<file path="src/rtl/mul_seq_pkg.sv">
// -----------------------------------------------------------------------------
// mul_seq_pkg
// Shared definitions for the sequential W x W multiplier (mul16_seq):
//   - state_t     : sequencer states IDLE / LOAD / WAIT / DONE
//   - PARTIALS    : number of H x H partial products per full product
//   - MUL_N       : Booth multiplier width for the default W = 16 build
//   - LATENCY     : accept-to-out_valid cycles for the default W = 16 build
//   - shift()     : left shift applied to partial product k when accumulated
// -----------------------------------------------------------------------------
package mul_seq_pkg;

    typedef enum logic [1:0] {
        IDLE = 2'd0,
        LOAD = 2'd1,
        WAIT = 2'd2,
        DONE = 2'd3
    } state_t;

    localparam int W_DEFAULT = 16;
    localparam int H_DEFAULT = W_DEFAULT / 2;
    localparam int PARTIALS  = 4;
    localparam int MUL_N     = H_DEFAULT + 1;
    localparam int LATENCY   = PARTIALS * (H_DEFAULT + 3) + 1;

    // Partial order is (lo,lo) (hi,lo) (lo,hi) (hi,hi); cross terms sit at H.
    function automatic int shift(input logic [1:0] k, input int h);
        int amt;
        case (k)
            2'd0:    amt = 0;
            2'd1:    amt = h;
            2'd2:    amt = h;
            2'd3:    amt = 2 * h;
            default: amt = 0;
        endcase
        return amt;
    endfunction

endpackage

</file>
<file path="src/rtl/mul16_seq_booth.sv">
// -----------------------------------------------------------------------------
// Booth_Multiplier_1xA
// Radix-2 Booth multiplier retiring one multiplier bit per clock.
// Ports:
//   clk   in   clock
//   Rst   in   synchronous active-high reset
//   Ld    in   load M and R and start a multiplication
//   M     in   N-bit signed multiplicand
//   R     in   N-bit signed multiplier
//   Valid out  single-cycle pulse, N+1 cycles after the Ld cycle
//   P     out  2N-bit signed product, held until the next result
// The partial remainder is kept one bit wider than M so that adding or
// subtracting the most negative multiplicand cannot overflow.
// -----------------------------------------------------------------------------
module Booth_Multiplier_1xA #(
    parameter int N = 9
) (
    input  logic             clk,
    input  logic             Rst,
    input  logic             Ld,
    input  logic [N-1:0]     M,
    input  logic [N-1:0]     R,
    output logic             Valid,
    output logic [2*N-1:0]   P
);

    localparam int CW = $clog2(N + 1);

    logic [N:0]     acc_r;
    logic [N:0]     m_r;
    logic [N-1:0]   q_r;
    logic           q1_r;
    logic [CW-1:0]  cnt_r;
    logic           valid_r;
    logic [2*N-1:0] p_r;

    logic [N:0]     sum_s;
    logic [N:0]     acc_nx_s;
    logic [N-1:0]   q_nx_s;

    // Booth recode of {q0, q-1}, then arithmetic shift of {acc, q} right by one.
    always_comb begin
        sum_s = acc_r;
        case ({q_r[0], q1_r})
            2'b01:   sum_s = acc_r + m_r;
            2'b10:   sum_s = acc_r - m_r;
            default: sum_s = acc_r;
        endcase
        acc_nx_s = {sum_s[N], sum_s[N:1]};
        q_nx_s   = {sum_s[0], q_r[N-1:1]};
    end

    // Iteration registers: load on Ld, step while the counter is non-zero.
    always_ff @(posedge clk) begin
        if (Rst) begin
            acc_r   <= '0;
            m_r     <= '0;
            q_r     <= '0;
            q1_r    <= 1'b0;
            cnt_r   <= '0;
            valid_r <= 1'b0;
            p_r     <= '0;
        end else if (Ld) begin
            acc_r   <= '0;
            m_r     <= {M[N-1], M};
            q_r     <= R;
            q1_r    <= 1'b0;
            cnt_r   <= CW'(N);
            valid_r <= 1'b0;
        end else if (cnt_r != '0) begin
            acc_r <= acc_nx_s;
            q_r   <= q_nx_s;
            q1_r  <= q_r[0];
            cnt_r <= cnt_r - CW'(1);
            if (cnt_r == CW'(1)) begin
                valid_r <= 1'b1;
                p_r     <= {acc_nx_s[N-1:0], q_nx_s};
            end else begin
                valid_r <= 1'b0;
            end
        end else begin
            valid_r <= 1'b0;
        end
    end

    assign Valid = valid_r;
    assign P     = p_r;

endmodule

</file>
<file path="src/rtl/mul16_seq.sv">
// -----------------------------------------------------------------------------
// mul16_seq
// Unsigned W x W multiplier built from four H x H partial products issued
// through one Booth_Multiplier_1xA (width H+1, operands zero-extended so the
// signed product equals the unsigned one). Products are shifted and summed
// into a 2W+1-bit accumulator.
// Ports:
//   clk        in   clock
//   Rst        in   synchronous active-high reset (also resets the multiplier)
//   in_valid   in   operands a, b present
//   in_ready   out  operands accepted (IDLE only)
//   a, b       in   W-bit unsigned operands
//   out_valid  out  p holds a finished product (DONE)
//   out_ready  in   consumer takes p
//   p          out  2W-bit product, held until the next product completes
//   busy       out  operation in progress (LOAD, WAIT, DONE)
// -----------------------------------------------------------------------------
module mul16_seq
    import mul_seq_pkg::*;
#(
    parameter int W = 16
) (
    input  logic             clk,
    input  logic             Rst,
    input  logic             in_valid,
    output logic             in_ready,
    input  logic [W-1:0]     a,
    input  logic [W-1:0]     b,
    output logic             out_valid,
    input  logic             out_ready,
    output logic [2*W-1:0]   p,
    output logic             busy
);

    localparam int H     = W / 2;
    localparam int N     = H + 1;
    localparam int ACC_W = 2 * W + 1;

    state_t         state_r;
    state_t         state_s;
    logic [W-1:0]   a_r;
    logic [W-1:0]   b_r;
    logic [1:0]     k_r;
    logic [ACC_W-1:0] acc_r;
    logic [2*W-1:0] p_r;
    logic           in_ready_r;
    logic           out_valid_r;
    logic           busy_r;

    logic [H-1:0]   half_a_s;
    logic [H-1:0]   half_b_s;
    logic           mul_ld_s;
    logic [N-1:0]   mul_m_s;
    logic [N-1:0]   mul_r_s;
    logic           mul_valid_s;
    logic [2*N-1:0] mul_p_s;
    logic [ACC_W-1:0] partial_s;
    logic [ACC_W-1:0] acc_sum_s;
    logic           unused_s;

    // k bit 0 picks the half of a, k bit 1 picks the half of b.
    always_comb begin
        half_a_s  = k_r[0] ? a_r[W-1:H] : a_r[H-1:0];
        half_b_s  = k_r[1] ? b_r[W-1:H] : b_r[H-1:0];
        mul_m_s   = {1'b0, half_a_s};
        mul_r_s   = {1'b0, half_b_s};
        partial_s = ACC_W'(mul_p_s[2*H-1:0]) << shift(k_r, H);
        acc_sum_s = acc_r + partial_s;
    end

    // The top two product bits are always zero for zero-extended operands.
    assign unused_s = ^mul_p_s[2*N-1:2*H];

    Booth_Multiplier_1xA #(
        .N (N)
    ) u_booth (
        .clk   (clk),
        .Rst   (Rst),
        .Ld    (mul_ld_s),
        .M     (mul_m_s),
        .R     (mul_r_s),
        .Valid (mul_valid_s),
        .P     (mul_p_s)
    );

    // Next-state and multiplier load strobe.
    always_comb begin
        state_s  = state_r;
        mul_ld_s = 1'b0;
        case (state_r)
            IDLE: begin
                if (in_valid) begin
                    state_s = LOAD;
                end else begin
                    state_s = IDLE;
                end
            end
            LOAD: begin
                mul_ld_s = 1'b1;
                state_s  = WAIT;
            end
            WAIT: begin
                if (mul_valid_s) begin
                    if (k_r == 2'd3) begin
                        state_s = DONE;
                    end else begin
                        state_s = LOAD;
                    end
                end else begin
                    state_s = WAIT;
                end
            end
            DONE: begin
                if (out_ready) begin
                    state_s = IDLE;
                end else begin
                    state_s = DONE;
                end
            end
            default: state_s = IDLE;
        endcase
    end

    // State register; handshake outputs are registered from the next state.
    always_ff @(posedge clk) begin
        if (Rst) begin
            state_r     <= IDLE;
            in_ready_r  <= 1'b1;
            out_valid_r <= 1'b0;
            busy_r      <= 1'b0;
        end else begin
            state_r     <= state_s;
            in_ready_r  <= (state_s == IDLE);
            out_valid_r <= (state_s == DONE);
            busy_r      <= (state_s != IDLE);
        end
    end

    // Operand capture, partial index, accumulator and held product.
    always_ff @(posedge clk) begin
        if (Rst) begin
            a_r   <= '0;
            b_r   <= '0;
            k_r   <= 2'd0;
            acc_r <= '0;
            p_r   <= '0;
        end else begin
            case (state_r)
                IDLE: begin
                    if (in_valid) begin
                        a_r   <= a;
                        b_r   <= b;
                        k_r   <= 2'd0;
                        acc_r <= '0;
                    end
                end
                WAIT: begin
                    if (mul_valid_s) begin
                        acc_r <= acc_sum_s;
                        if (k_r == 2'd3) begin
                            p_r <= acc_sum_s[2*W-1:0];
                        end else begin
                            k_r <= k_r + 2'd1;
                        end
                    end
                end
                default: begin
                end
            endcase
        end
    end

    assign in_ready  = in_ready_r;
    assign out_valid = out_valid_r;
    assign busy      = busy_r;
    assign p         = p_r;

endmodule

</file>
<file path="config.mk">
export PLATFORM = sky130hd
export DESIGN_NAME = mul16_seq
export DESIGN_NICKNAME = d
export VERILOG_FILES = /design/src/rtl/mul_seq_pkg.sv /design/src/rtl/mul16_seq_booth.sv /design/src/rtl/mul16_seq.sv
export SDC_FILE = /design/constraint.sdc
export NUM_CORES = 1
export LEC_CHECK = 0
export CAP_MARGIN = 20
export CELL_PAD_IN_SITES_DETAIL_PLACEMENT = 0
export CELL_PAD_IN_SITES_GLOBAL_PLACEMENT = 2
export CORE_MARGIN = 3
export CORE_UTILIZATION = 35
export DETAILED_ROUTE_END_ITERATION = 8
export MAX_ROUTING_LAYER = met4
export PLACE_DENSITY = 0.9
export SYNTH_ARGS = -nofsm -noshare
export SYNTH_HDL_FRONTEND = slang
export SYNTH_SLANG_ARGS = --single-unit
export TNS_END_PERCENT = 50
</file>
<file path="constraint.sdc">
create_clock -name clk -period 5.2 [get_ports clk]
set_clock_uncertainty 0.15 [all_clocks]
set_input_delay 1.56 -clock clk [delete_from_list [all_inputs] [get_ports clk]]
set_output_delay 1.56 -clock clk [all_outputs]
set_load 0.05 [all_outputs]
</file>
# Word-level counts from Yosys, hierarchy flattened
# Index checks and enable logic that the tools add are counted.
[classes]
n_addsub = 5
n_eq_ne = 13
shifts = 1
n_mux = 22
bitwise = 2
reduce_logical = 15
[op_table]
columns = ["cell", "n"]
rows = [
  ["32-bit case mux with 3 select lines", 1],
  ["33-bit 2-to-1 mux", 2],
  ["33-bit case mux with 2 select lines", 1],
  ["33-bit adder", 1],
  ["16-bit by 32-bit << shifter with 33-bit output", 1],
  ["8-bit 2-to-1 mux", 4],
  ["10-bit case mux with 2 select lines", 1],
  ["2-bit equality test, second input constant", 6],
  ["2-bit 2-to-1 mux", 6],
  ["9-bit by 9-bit adder with 10-bit output", 1],
  ["9-bit by 9-bit subtractor with 10-bit output", 1],
  ["3-bit AND reduction", 3],
  ["4-bit 2-to-1 mux", 2],
  ["2-bit case mux with 4 select lines", 1],
  ["2-bit by 1-bit equality test with 1-bit output, second input constant", 3],
  ["2-bit logical NOT", 3],
  ["2-bit nonzero test", 3],
  ["4-bit by 1-bit equality test with 1-bit output, second input constant", 1],
  ["2-bit != test, second input constant", 2],
  ["2-bit case mux with 2 select lines", 1],
  ["4-bit AND reduction", 1],
  ["4-bit nonzero test", 1],
  ["2-bit OR reduction", 2],
  ["4-bit by 1-bit subtractor with 4-bit output, second input constant", 1],
  ["other kinds (6)", 9],
]
[word_totals]
ff_bits = 152
in_bits = 36
out_inout_bits = 35
word_cells = 76

# Longest topological paths before layout
# Gate-level depths: netlist of the first run.
[depth]
word_depth = 7
depth_mapped = 15

# By module
# From an unflattened synthesis of the first run, not the netlist that was laid out.
[hier_totals]
cells_unflattened = 1105
area_unflattened_um2 = 8732.1
[modules_own_cells]
columns = ["mod", "n_inst", "cells_per_inst", "area_per_inst_um2", "seq_area_each_um2"]
rows = [
  ["mul16_seq", 1, 774, 6080.8, 2062.0],
  ["Booth_Multiplier_1xA", 1, 331, 2651.3, 1021.0],
]

# Worst setup path after synthesis of the first run
# No wires, ideal clock.
[synth_path]
path_type = "register to register"
from = "reg k_r[1]"
to = "reg p_r[30] (netlist: p[30])"
setup_ps = 117
t_arrival_ps = 3431
required_ps = 4933
setup_slack_ps = 1502
stages_incl_launch_ff = 15
synth_period_minus_slack_ps = 3698
path_cell_list = "dfxtp_1 -> ha_1 -> buf_1 -> nor2b_1 -> nor2b_1 -> ha_1 -> fa_1 -> a21o_1 -> a221oi_2 -> o21ba_4 -> o41a_4 -> o21ai_2 -> a211oi_2 -> xnor2_1 -> a22o_1"
[synth_between]
elab_chain_len = 5
elab_cells_between_ends = 9
cone_classes = "add/sub (1); eq/ne (3); shift (1); mux (1); reduce/logical (3)"
[synth_lines]
columns = ["element", "line_no", "rtl"]
rows = [
  ["from (decl)", "mul16_seq.sv:43", "logic [1:0] k_r;"],
  ["from (signal assigned)", "mul16_seq.sv:163", "k_r <= k_r + 2'd1;"],
  ["2-bit equality test / 2-bit by 1-bit equality test with 1-bit output (equally long branches)", "mul_seq_pkg.sv:28", "case (k)"],
  ["2-bit OR reduction (no line)", "--", ""],
  ["32-bit case mux with 3 select lines", "mul_seq_pkg.sv:28", ""],
  ["16-bit by 32-bit << shifter with 33-bit output", "mul16_seq.sv:67", "partial_s = ACC_W'(mul_p_s[2*H-1:0]) << shift(k_r, H);"],
  ["33-bit adder", "mul16_seq.sv:68", "acc_sum_s = acc_r + partial_s;"],
  ["to (signal assigned)", "mul16_seq.sv:161", "p_r <= acc_sum_s[2*W-1:0];"],
  ["to (decl)", "mul16_seq.sv:45", "logic [2*W-1:0] p_r;"],
]
# Several ways; a longest one is shown, not always the timed one. The select of a mux whose other input is x is not followed.
# A chain may end at the register's enable or synchronous reset.

# Worst setup path in the final report of the first run
[layout_path]
from = "reg k_r[1]"
to = "reg p_r[27] (netlist: p[27])"
# The elaborated chain is that of the path after synthesis.

==> impl_metrics.env, run 1 <==
export IMPL_status="finished, final reports clean"
export IMPL_clock_path_buffers=2
export IMPL_num_antenna_cells=0
export IMPL_cts_sinks=151
export IMPL_htreeDepth=4
export IMPL_seq_area_sq_mm=0.00302
export IMPL_fin_crit_sh_pct=78.4
export IMPL_place_area_sq_mm=0.00922
export IMPL_peakVddDrop_mv=0.177
export IMPL_initial_core_util_pct=36.2
export IMPL_dp_cells=1376
export IMPL_syn_area_sq_mm=0.00831
export IMPL_worstPathRequired_ns=5.37
export IMPL_ys_flop_type="dfxtp_1"
export IMPL_gp_congestion=0.924
export IMPL_fillers=2408
export IMPL_num_vias=7238
export IMPL_die_area_sq_mm=0.0256
export IMPL_post_cts_setup_buffers=0
export IMPL_grt_pass1_vias=6850
export IMPL_yosys_top_cells_area="dfxtp_1 36%, nand2_1 8.8%, ha_1 7.1%"
export IMPL_drive_gt1_share_pct=5.48
export IMPL_ys_async_sr_fraction_pct=0
export IMPL_portBuffers=70
export IMPL_ys_ff_latch=151
export IMPL_cts_clk_slew_worst_paths_ns=0.07
export IMPL_end_kind="flip-flop"
export IMPL_die_w_um=160
export IMPL_overflow=0
export IMPL_drt_pass1_iterations=4
export IMPL_die_h_um=160
export IMPL_grtUsageTotal_pct=17.5
export IMPL_dp_hpwl_um=16100
export IMPL_start_kind="flip-flop"
export IMPL_critPathMaxFanout=19
export IMPL_wl_per_cell_um=15.5
export IMPL_post_cts_resized=0
export IMPL_num_io_pins=71
export IMPL_viasPerCell=5.14
export IMPL_grt_pass1_wl_um=35900
export IMPL_finalSetupViolCount=0
export IMPL_synth_edf_count=0
export IMPL_numCtsBuffers=17
export IMPL_cp_arrival_ns=4.25
export IMPL_instances_no_fill=1408
export IMPL_finalWorstSetupSlack_ns=1.12
export IMPL_hold_slack_ns=0.298
export IMPL_syn_nets=1138
export IMPL_worstHoldPathType="flip-flop to flip-flop"
export IMPL_maxSlewViolCount=0
export IMPL_utilization_pct=42.6
export IMPL_path_class="flip-flop to flip-flop"
export IMPL_max_clock_freq_mhz=245
export IMPL_num_rows=55
export IMPL_multi_input_area_sq_mm=0.00496
export IMPL_drt_iter0_drc=429
export IMPL_clk_latency_ns=0.44
export IMPL_layout_nets=1168
export IMPL_power_per_cell_area_mw_per_mm2=357
export IMPL_area_growth_syn_to_layout_pct=17.9
export IMPL_yosysWarnings=0
export IMPL_core_area_sq_mm=0.0230
export IMPL_drv_cap=0
export IMPL_yosys_area_top_type="dfxtp_1"
export IMPL_synth_top_area_share_pct=36.4
export IMPL_cts_tree="yes"
export IMPL_hold_viol_final=0
export IMPL_fin_area_sq_mm=0.00980
export IMPL_leakage_nw=3.62
export IMPL_drtAntennaViolNets=0
export IMPL_antenna_found_initial=0
export IMPL_synth_avg_cell_area_sq_um=7.89
export IMPL_dp_slack_ns=1.19
export IMPL_grt_start_max_net_pins=64
export IMPL_synth_cells=1053
export IMPL_worst_pin_slew_ns=1.11
export IMPL_layout_min_cycle_time_ns=4.08
export IMPL_clock_root_buffer="clkbuf_16"
export IMPL_wl_um=21800
export IMPL_total_power_mw=3.50
export IMPL_drc_errors=0
export IMPL_slew_headroom_pct=25.6
export IMPL_tns_ns=0
export IMPL_holdBufCountCts=0
export IMPL_synth_distinct_cells=63
export IMPL_seq_area_frac_synth_pct=36.4
export IMPL_rsz0062_at_grt="no"
export IMPL_synthTopCellsByCount="194 x nand2_1, 151 x dfxtp_1, 116 x a21oi_1, 104 x nor2_1, 64 x clkbuf_1"
export IMPL_yosysMostFrequentCell="nand2_1"
==> routing by layer <==
layer / vias to the layer above / wire length, um / part of all wire (%) / track usage, %
met5: - / 0 / 0 / -
met4: 0 / 361 / 1.7 / 4.93
met3: 27 / 720 / 3.3 / 2.75
met2: 131 / 10000 / 46 / 27.6
met1: 3329 / 10800 / 49 / 23.3
li1: 3751 / - / - / -
==> where the power goes <==
| group | leakage (nW) | switching, mW | internal [mW] |
|---|---|---|---|
| sequential | 1.23 | 0.0838 | 1.26 |
| combinational | 2.13 | 0.555 | 0.384 |
| clock | 0.263 | 0.551 | 0.668 |
==> cells in the final DEF, fill, tap and decap left out, types with 3 or more instances in the layout <==
cell type / netlist / routed
buf_4: 0 / 12
nor3_1: 22 / 22
nand2b_1: 11 / 11
xor2_1: 10 / 10
o31ai_1: 3 / 3
o21bai_1: 6 / 6
and2_1: 9 / 9
a31oi_1: 7 / 7
a22oi_1: 16 / 16
nor4_1: 3 / 3
ha_1: 47 / 47
or3_1: 3 / 3
xnor2_1: 36 / 36
a21oi_1: 116 / 116
a211oi_1: 28 / 28
dfxtp_1: 151 / 151
nand2_1: 194 / 194
nand3b_1: 3 / 3
mux2i_1: 22 / 22
nor2b_1: 26 / 26
a311oi_1: 8 / 8
a22o_1: 20 / 20
o21ai_1: 7 / 7
nor2_1: 104 / 104
o21ai_0: 25 / 25
clkbuf_16: 0 / 17
clkdlybuf4s50_1: 0 / 69
a21o_1: 17 / 17
nor3b_1: 6 / 4
o211ai_1: 3 / 3
clkinvlp_4: 0 / 5
inv_1: 18 / 18
o41ai_1: 3 / 3
o2111ai_1: 3 / 3
nand3_1: 7 / 7
inv_6: 0 / 5
nand4_1: 11 / 11
==> registers in the layout, summed over array words and instances (netlist names) <==
name           count
a_r               16
acc_r             32
b_r               16
busy               1
in_ready           1
k_r                2
out_valid          1
p                 32
state_r            2
u_booth.P         16
u_booth.Valid      1
u_booth.acc_r      9
u_booth.cnt_r      4
u_booth.m_r        8
u_booth.q1_r       1
u_booth.q_r        9
==> layout make-up <==
class	count	share of cell area, %
clock inverter	14	1.42
sequential	151	30.9
clock buffer	17	4.34
tap	313	4.00
timing repair buffer	82	8.11
multi-input combinational	813	50.6
inverter	18	0.690
==> kinds of logic after synthesis <==
kind of cell,after synthesis,synth area share (%)
flip-flops,151,36.4
AO/OA/AOI/OAI,287,22.7
buffers and inverters,89,4.10
multiplexers,22,2.65
AND/OR/NAND/NOR,409,21.7
XOR/XNOR,46,4.85
adder cells (fa/ha/maj),49,7.56
==> final timing paths <==
| kind | start | end | slack (ns) | cells past startpoint |
|---|---|---|---|---|
| worst max-delay path | k_r[1] | p[27] | 1.12 | 12 |
| worst min-delay path | p[26] | p[26] | 0.30 | 2 |
| worst max register to register | k_r[1] | p[27] | 1.12 | 12 |
| worst min register to register | p[26] | p[26] | 0.30 | 2 |
==> worst max-delay path, cell delays in order (launching register included) <==
cell	delay, ns
dfxtp_1	0.30
buf_4	0.19
ha_1	0.63
nor2b_1	0.45
a22o_1	0.20
ha_1	0.33
a21oi_2	0.18
o21ai_1	0.12
or3_1	0.38
o22a_2	0.27
a2111oi_4	0.40
nor4_1	0.10
a211o_1	0.28
Power figures use the tool's default switching activity.
==> inputs of run 2 (changes only) <==
Settings changed: CORE_UTILIZATION 35 to 31, PLACE_DENSITY 0.9 to 0.85.
Clock period 5.2 ns to 3.5 ns, I/O delays scaled along.
==> impl_metrics.env, run 2 (synthesized netlist as in run 1, its figures left out) <==
export IMPL_status="finished, final reports clean"
export IMPL_clk_latency_ns=0.43
export IMPL_whs_path_depth=2
export IMPL_grt_pass1_wl_um=37400
export IMPL_wl_per_cell_um=15.1
export IMPL_critPathMaxFanout=6
export IMPL_most_common_layout_cells="193 x nand2_1, 149 x dfxtp_1, 113 x a21oi_1"
export IMPL_cts_tree="yes"
export IMPL_finalWorstSetupSlack_ns=0.111
export IMPL_wl_met3_um=810
export IMPL_die_w_um=170
export IMPL_clock_root_buffer="clkbuf_16"
export IMPL_cts_clk_slew_worst_paths_ns=0.07
export IMPL_switching_share_pct=32.6
export IMPL_worst_r2r_setup_slack_ns=0.11
export IMPL_peakVddDrop_mv=0.311
export IMPL_num_io_pins=71
export IMPL_drt_pass1_iterations=5
export IMPL_worst_pin_slew_ns=0.974
export IMPL_tns_ns=0
export IMPL_drt_iter0_drc=332
export IMPL_drt_met1_wl_um=11100
export IMPL_core_area_sq_mm=0.0262
export IMPL_maxSlewViolCount=0
export IMPL_initial_core_util_pct=31.7
export IMPL_drv_cap=0
export IMPL_holdPathEnd="b_r[2]"
export IMPL_critPathMaxStageDelay_ns=0.39
export IMPL_p_seq_share_pct=36.2
export IMPL_cts_sinks=151
export IMPL_hold_viol_final=0
export IMPL_drtAntennaViolNets=0
export IMPL_worstHoldPathType="flip-flop to flip-flop"
export IMPL_cp_arrival_ns=3.55
export IMPL_dr_max_layer_used="met4"
export IMPL_wl_met2_um=10900
export IMPL_num_vias=7620
export IMPL_grt_start_max_net_pins=45
export IMPL_path_class="flip-flop to flip-flop"
export IMPL_layout_commonest_cell="nand2_1"
export IMPL_layout_min_cycle_time_ns=3.39
export IMPL_hold_slack_ns=0.302
export IMPL_reg2regPathDepth=14
export IMPL_die_area_sq_mm=0.0288
export IMPL_portBuffers=70
export IMPL_instances_no_fill=1518
export IMPL_area_growth_syn_to_layout_pct=29.5
export IMPL_layout_nets=1255
export IMPL_cp_slowest_cell="a2111oi_4"
export IMPL_rsz0062_at_grt="yes"
export IMPL_dp_slack_ns=-0.0631
export IMPL_drc_errors=0
export IMPL_power_per_cell_area_mw_per_mm2=514
export IMPL_fin_crit_sh_pct=96.8
export IMPL_clock_path_buffers=2
export IMPL_clockPowerShare_pct=37.3
export IMPL_num_rows=59
export IMPL_combPwrFrac_pct=26.5
export IMPL_wl_um=23000
export IMPL_gp_congestion=0.913
export IMPL_viasPerCell=5.02
export IMPL_dp_cells=1480
export IMPL_slew_headroom_pct=34.9
export IMPL_cellInternalPower_mw=3.73
export IMPL_antenna_found_initial=0
export IMPL_total_power_mw=5.53
export IMPL_end_kind="flip-flop"
export IMPL_grt_pass1_vias=7275
export IMPL_htreeDepth=4
export IMPL_utilization_pct=41.1
export IMPL_place_area_sq_mm=0.00988
export IMPL_critical_path_buf_inv_count=2
export IMPL_start_kind="flip-flop"
export IMPL_die_h_um=170
export IMPL_numCtsBuffers=17
export IMPL_leakage_nw=4.13
export IMPL_finalSetupViolCount=0
export IMPL_num_antenna_cells=0
export IMPL_overflow=0
export IMPL_worstPathRequired_ns=3.67
export IMPL_grtUsageTotal_pct=16.4
export IMPL_max_clock_freq_mhz=295
export IMPL_reg2reg_from="k_r[1]"
export IMPL_switchingPower_mw=1.80
export IMPL_dp_hpwl_um=17300
export IMPL_regToRegEndpoint="acc_r[27]"
export IMPL_worstPathCellList="ha_4, buf_6, mux2i_4, nor2_1, ha_1, a21oi_2, o21ai_2, a41o_1, nor2b_1, o22a_2, a2111oi_4, buf_4, xor2_1, o21ai_1"
export IMPL_crit_family="compound AO/OA/AOI/OAI gates"
export IMPL_fin_area_sq_mm=0.0108
export IMPL_worstHoldStart="b_r[2]"
export IMPL_drive_gt1_share_pct=14.6
[run 2: power by group through the flow]
stage          registers, mW  logic [mW]  clock network, mW
3_3_place_gp            2.03        1.45                  0
5_1_grt                 2.02        1.69               2.18
6_report                2.00        1.47               2.06
4_1_cts                 2.00        1.46               2.11
3_5_place_dp            2.03        1.46                  0
2_1_floorplan           2.01        1.10                  0
[run 2: area by class of cell]
class,instances,area (sq um)
Timing Repair Buffer,169,1470
Tap cell,335,419
Inverter,18,67.6
Fill cell,2697,15400
Sequential cell,151,3030
Multi-Input combinational cell,813,5130
Clock buffer,17,425
Clock inverter,15,231
[run 2: how the worst max path moves through the flow]
stage / startpoint / cells past startpoint / end
floorplan: k_r[1] / 14 / p[30]
global placement: k_r[0] / 14 / acc_r[27]
detailed placement: k_r[1] / 14 / acc_r[27]
CTS: k_r[1] / 14 / acc_r[27]
global route: k_r[1] / 13 / acc_r[27]
finish: k_r[1] / 14 / acc_r[27]
[run 2: repair_timing]
action	in CTS	in global routing
setup endpoints to repair	15	33
resized for setup	2	36
hold buffers	0	0
buffers inserted	0	6
pin swaps	0	9
[run 2: worst register-to-register path: cells and delay by family, from the launching register on]
family          cells  cell delay (ns)
mux                 1             0.23
compound gates      6             1.19
simple gates        2             0.21
xor+xnor            1             0.14
buf+inv             2             0.32
flops               1             0.34
fa+ha+maj           2             0.68
[run 2: per-layer routing]
layer	track usage (%)	vias to the layer above
met2	27.0	135
met3	2.96	13
met1	21.3	3540
met5	-	-
met4	3.31	0
li1	-	3932
==> inputs of run 3 (changes only) <==
Settings changed: ABC_CLOCK_PERIOD_IN_PS set to 3500, SETUP_SLACK_MARGIN set to 0.3.
==> impl_metrics.env, run 3 (synthesized netlist as in run 1, its figures left out) <==
export IMPL_worst_pin_slew_ns=1.00
export IMPL_reg2reg_from="k_r[0]"
export IMPL_drive_gt1_share_pct=15.7
export IMPL_worstPathCellList="ha_4, buf_6, mux2i_4, nor2_2, ha_1, a21o_1, o21bai_4, or3_1, o22a_4, a2111oi_4, nor4_1, a211o_1"
export IMPL_hold_slack_ns=0.298
export IMPL_drc_errors=0
export IMPL_die_w_um=170
export IMPL_leakage_nw=3.99
export IMPL_grt_start_max_net_pins=61
export IMPL_layout_min_cycle_time_ns=3.37
export IMPL_critPathMaxStageDelay_ns=0.39
export IMPL_layout_commonest_cell="nand2_1"
export IMPL_fin_crit_sh_pct=96.2
export IMPL_tns_ns=0
export IMPL_grt_pass1_vias=7184
export IMPL_regToRegEndpoint="p[27]"
export IMPL_max_clock_freq_mhz=297
export IMPL_start_kind="flip-flop"
export IMPL_reg2regPathDepth=12
export IMPL_core_area_sq_mm=0.0262
export IMPL_grt_pass1_wl_um=36800
export IMPL_combPwrFrac_pct=27.3
export IMPL_clk_latency_ns=0.43
export IMPL_worstPathRequired_ns=3.68
export IMPL_grtUsageTotal_pct=16.3
export IMPL_switching_share_pct=33.5
export IMPL_critPathMaxFanout=6
export IMPL_hold_viol_final=0
export IMPL_initial_core_util_pct=31.7
export IMPL_antenna_found_initial=0
export IMPL_end_kind="flip-flop"
export IMPL_wl_um=23100
export IMPL_most_common_layout_cells="191 x nand2_1, 149 x dfxtp_1, 104 x a21oi_1"
export IMPL_maxSlewViolCount=0
export IMPL_multi_input_area_sq_mm=0.00542
export IMPL_htreeDepth=4
export IMPL_die_area_sq_mm=0.0288
export IMPL_clockPowerShare_pct=35.2
export IMPL_cellInternalPower_mw=3.55
export IMPL_overflow=0
export IMPL_clock_root_buffer="clkbuf_16"
export IMPL_portBuffers=70
export IMPL_switchingPower_mw=1.79
export IMPL_dp_hpwl_um=16800
export IMPL_cp_arrival_ns=3.54
export IMPL_worstHoldPathType="flip-flop to flip-flop"
export IMPL_holdBufCountCts=0
export IMPL_slew_headroom_pct=33.0
export IMPL_power_per_cell_area_mw_per_mm2=496
export IMPL_num_io_pins=71
export IMPL_peakVddDrop_mv=0.312
export IMPL_die_h_um=170
export IMPL_gp_congestion=0.846
export IMPL_total_power_mw=5.34
export IMPL_num_rows=59
export IMPL_cts_tree="yes"
export IMPL_utilization_pct=41.1
export IMPL_drt_pass1_iterations=5
export IMPL_num_antenna_cells=0
export IMPL_numCtsBuffers=17
export IMPL_finalWorstSetupSlack_ns=0.132
export IMPL_drtAntennaViolNets=0
export IMPL_worst_r2r_setup_slack_ns=0.13
export IMPL_wl_per_cell_um=15.6
export IMPL_drt_iter0_drc=319
export IMPL_path_class="flip-flop to flip-flop"
export IMPL_fillers=2687
export IMPL_cp_slowest_cell="a2111oi_4"
export IMPL_rsz0062_at_grt="yes"
export IMPL_num_vias=7543
export IMPL_drv_cap=0
export IMPL_cts_sinks=151
export IMPL_viasPerCell=5.08
export IMPL_clock_path_buffers=2
export IMPL_finalSetupViolCount=0
export IMPL_crit_end="p[27]"
export IMPL_p_seq_share_pct=37.5
export IMPL_area_growth_syn_to_layout_pct=29.6
export IMPL_seq_area_sq_mm=0.00303
export IMPL_crit_start="k_r[0]"
export IMPL_cts_clk_slew_worst_paths_ns=0.07
export IMPL_status="finished, final reports clean"
export IMPL_layout_nets=1223
export IMPL_dp_slack_ns=0.00543
## run 3: cell count changes in the layout (fill, tap and decap cells not counted), sizes merged
cell      delta
clkinvlp     -1
clkinv       +2
buf         -32
bufinv       -2
## run 3: metal layers
| metal | vias to the layer above | track usage, % | part of all wire [%] |
|---|---|---|---|
| met5 | - | - | 0 |
| li1 | 3863 | - | - |
| met2 | 157 | 25.9 | 46 |
| met4 | 0 | 5.44 | 2.7 |
| met3 | 40 | 3.24 | 3.1 |
| met1 | 3483 | 20.7 | 48 |
## run 3: critical path, delay by kind of cell, from the launching register on
kind | cells | cell delay, ns
buffers and inverters | 1 | 0.15
muxes | 1 | 0.25
and+or+nand+nor | 3 | 0.51
DFF | 1 | 0.35
AOI/OAI and AO/OA | 5 | 1.21
adders and majority gates | 2 | 0.63
## run 3: power groups by stage
stage | clock network (mW) | logic (mW) | registers [mW]
final | 1.88 | 1.46 | 2.00
after global routing | 2.00 | 1.66 | 2.02
after CTS | 1.93 | 1.46 | 2.00
after detailed placement | 0 | 1.44 | 2.03
after global placement | 0 | 1.43 | 2.03
after floorplan | 0 | 1.10 | 2.00
## run 3: timing repair
item,in CTS,in global routing
cloned,0,0
setup endpoints to repair,30,35
gates resized for setup,47,50
endpoints found under the hold margin,0,0
pin swaps,13,20
buffers inserted,9,10
## run 3: how the worst min path moves through the flow
stage	from	end	slack, ns	cells after the start
after CTS	p[26]	p[26]	0.30	2
after detailed placement	p[26]	p[26]	0.29	2
after floorplan	acc_r[28]	acc_r[28]	0.28	2
final	p[26]	p[26]	0.30	2
after global routing	b_r[0]	b_r[0]	0.32	2
after global placement	p[26]	p[26]	0.29	2
## run 3: metrics by stage
step,cell area [sq um],instances
2_1_floorplan,8370,1053
5_1_grt,10800,1485
4_1_cts,10400,1475
3_5_place_dp,9570,1435
3_3_place_gp,9570,1435
6_report,10800,1485
## run 3: final cells by class
type / instances / share of cell area (%)
clock inverters: 14 / 1.52
multi-input cells: 813 / 50.3
repair buffers: 137 / 11.6
well taps: 335 / 3.89
clock buffers: 17 / 3.95
inverters: 18 / 0.627
flip-flops and latches: 151 / 28.1
==> patch, RTL diff (config.mk and constraints of run 2) <==
Change the parameter `W` from 16 to 8. Comments in the files are not updated.
--- a/src/rtl/mul16_seq.sv
+++ b/src/rtl/mul16_seq.sv
@@ -18,7 +18,7 @@
 module mul16_seq
     import mul_seq_pkg::*;
 #(
-    parameter int W = 16
+    parameter int W = 8
 ) (
     input  logic             clk,
     input  logic             Rst,
Interface: changed (resized a, b and p); port bits go from 71 to 39. The function was not compared with the original's and may differ.
==> patch against run 2 <==
- power down 51%
- synthesized area down 49%
- maximum frequency up 6.2%
- first-iteration DRC count down 51%
- design area down 53%
- worst setup slack better by 200 ps
- wire length down 60%
- critical path depth down 3
- sequential cell count down 69
==> patch: results (changes against run 2) <==
INFO  logic_synthesis post_synth_main_area_contributors=sky130_fd_sc_hd__dfxtp_1, sky130_fd_sc_hd__ha_1, sky130_fd_sc_hd__nand2_1, sky130_fd_sc_hd__a21oi_1, sky130_fd_sc_hd__mux2i_1 [was sky130_fd_sc_hd__dfxtp_1, sky130_fd_sc_hd__nand2_1, sky130_fd_sc_hd__ha_1, sky130_fd_sc_hd__a21oi_1, sky130_fd_sc_hd__nor2_1]
INFO  finish         post_route_cells_drive_above_1_share=0.0627 [was 0.146]
INFO  placement      gp_weighted_congestion=0.861 [was 0.913]
INFO  sta            whs=300ps [was 302 ps]
INFO  power          switchingPower=0.802mW [was 1.80 mW]
INFO  logic_synthesis ys_top_cells_by_count=sky130_fd_sc_hd__dfxtp_1, sky130_fd_sc_hd__nand2_1, sky130_fd_sc_hd__a21oi_1 [was sky130_fd_sc_hd__nand2_1, sky130_fd_sc_hd__dfxtp_1, sky130_fd_sc_hd__a21oi_1]
INFO  power          max_vdd_drop=0.000281V [was 0.000311 V]
INFO  route          route.detailed.vias_per_inst=4.81 [was 5.02]
INFO  finish         fin_nets=569 [was 1255]
INFO  placement      dpl.cell_count=682 [was 1480]
INFO  power          static-leakage-power=2.03nW [was 4.13 nW]
INFO  placement      post-dp-hpwl=6870um [was 17300 um]
INFO  finish         final.fill_count=1355 [was 2697]
INFO  placement      dpl_worst_slack=305ps [was -63.1 ps]
INFO  logic_synthesis synth_seq_area_share=0.389 [was 0.364]
INFO  logic_synthesis synth_nets=542 [was 1138]
INFO  global_route   grt.total_usage=0.137 [was 0.164]
INFO  placement      numPortBuffers=38 [was 70]
INFO  global_route   grt_first_pass_wirelength=15800um [was 37400 um]
INFO  logic_synthesis postSynthCellCount=494 [was 1053]
INFO  status         status=completed [unchanged]
INFO  logic_synthesis synth-main-ff-cell=sky130_fd_sc_hd__dfxtp_1 [unchanged]
INFO  worst_setup_path worst_path_max_delay_cell=sky130_fd_sc_hd__ha_1 [was sky130_fd_sc_hd__a2111oi_4]
INFO  clock_tree     cts_buffers=9 [was 17]
INFO  power          clockPowerShare=0.362 [was 0.373]
INFO  route          route.final.wire_length=9120um [was 23000 um]
INFO  power          p_seq=1.08mW [was 2.00 mW]
INFO  route          first_iter_violations=162 [was 332]
INFO  worst_setup_path timing.critical_path.slowest_cell_delay=450ps [was 390 ps]
INFO  sta            max_clock_freq=313MHz [was 295 MHz]
INFO  worst_setup_path cp_data_arrival_time=3280ps [was 3550 ps]
INFO  floorplan      design.die.area=15000um^2 [was 28800 um^2]
[patch: cell count changes after synthesis, sizes merged, moves of 23 or more]
| cell | delta |
|---|---|
| o21ai | -27 |
| xnor2 | -23 |
| clkbuf | -41 |
| dfxtp | -69 |
| a21oi | -67 |
| nand2 | -119 |
| nor2 | -56 |
[patch: cells by family (layout without fill, tap and decap cells)]
logic type	count (synthesis)	count (layout)	synth area share
buffers and inverters	39	71	0.0353
adders and majority gates	28	28	0.0866
DFF	82	82	0.389
muxes	22	22	0.0525
xor gates and xnor gates	21	21	0.0436
AOI/OAI and AO/OA	124	124	0.198
and+or+nand+nor	178	178	0.194
[patch: critical path: cells and delay by family, from the launching register on]
family / cells / cell delay [ps]
adders and majority gates: 3 / 1050
AOI/OAI and AO/OA: 5 / 1120
DFF: 1 / 310
xor gates and xnor gates: 1 / 140
and+or+nand+nor: 2 / 290
[patch: layout make-up]
class | count | area share
Multi-Input combinational cell | 373 | 0.479
Sequential cell | 82 | 0.324
Timing Repair Buffer | 45 | 0.0845
Clock buffer | 13 | 0.0534
Tap cell | 172 | 0.0425
Clock inverter | 3 | 0.00914
Inverter | 10 | 0.00741
[patch: metrics by stage]
step	power [mW]	area, um^2
2_1_floorplan	1.62	4220
3_3_place_gp	1.75	4750
3_5_place_dp	1.76	4750
4_1_cts	2.77	5060
5_1_grt	2.90	5060
6_report	2.73	5060
[patch: final timing paths]
kind,start,to,depth (start not counted)
max reg2reg,k_r[0],acc_r[14],11
min,p[4],p[4],2
max,k_r[0],acc_r[14],11
min reg2reg,p[4],p[4],2
[patch: layer usage]
metal,wire (um),vias up,global-route usage
li1,-,1767,-
met1,4340,1539,0.162
met2,4340,40,0.226
met3,284,11,0.0336
met4,155,0,0.0511
met5,0,-,-
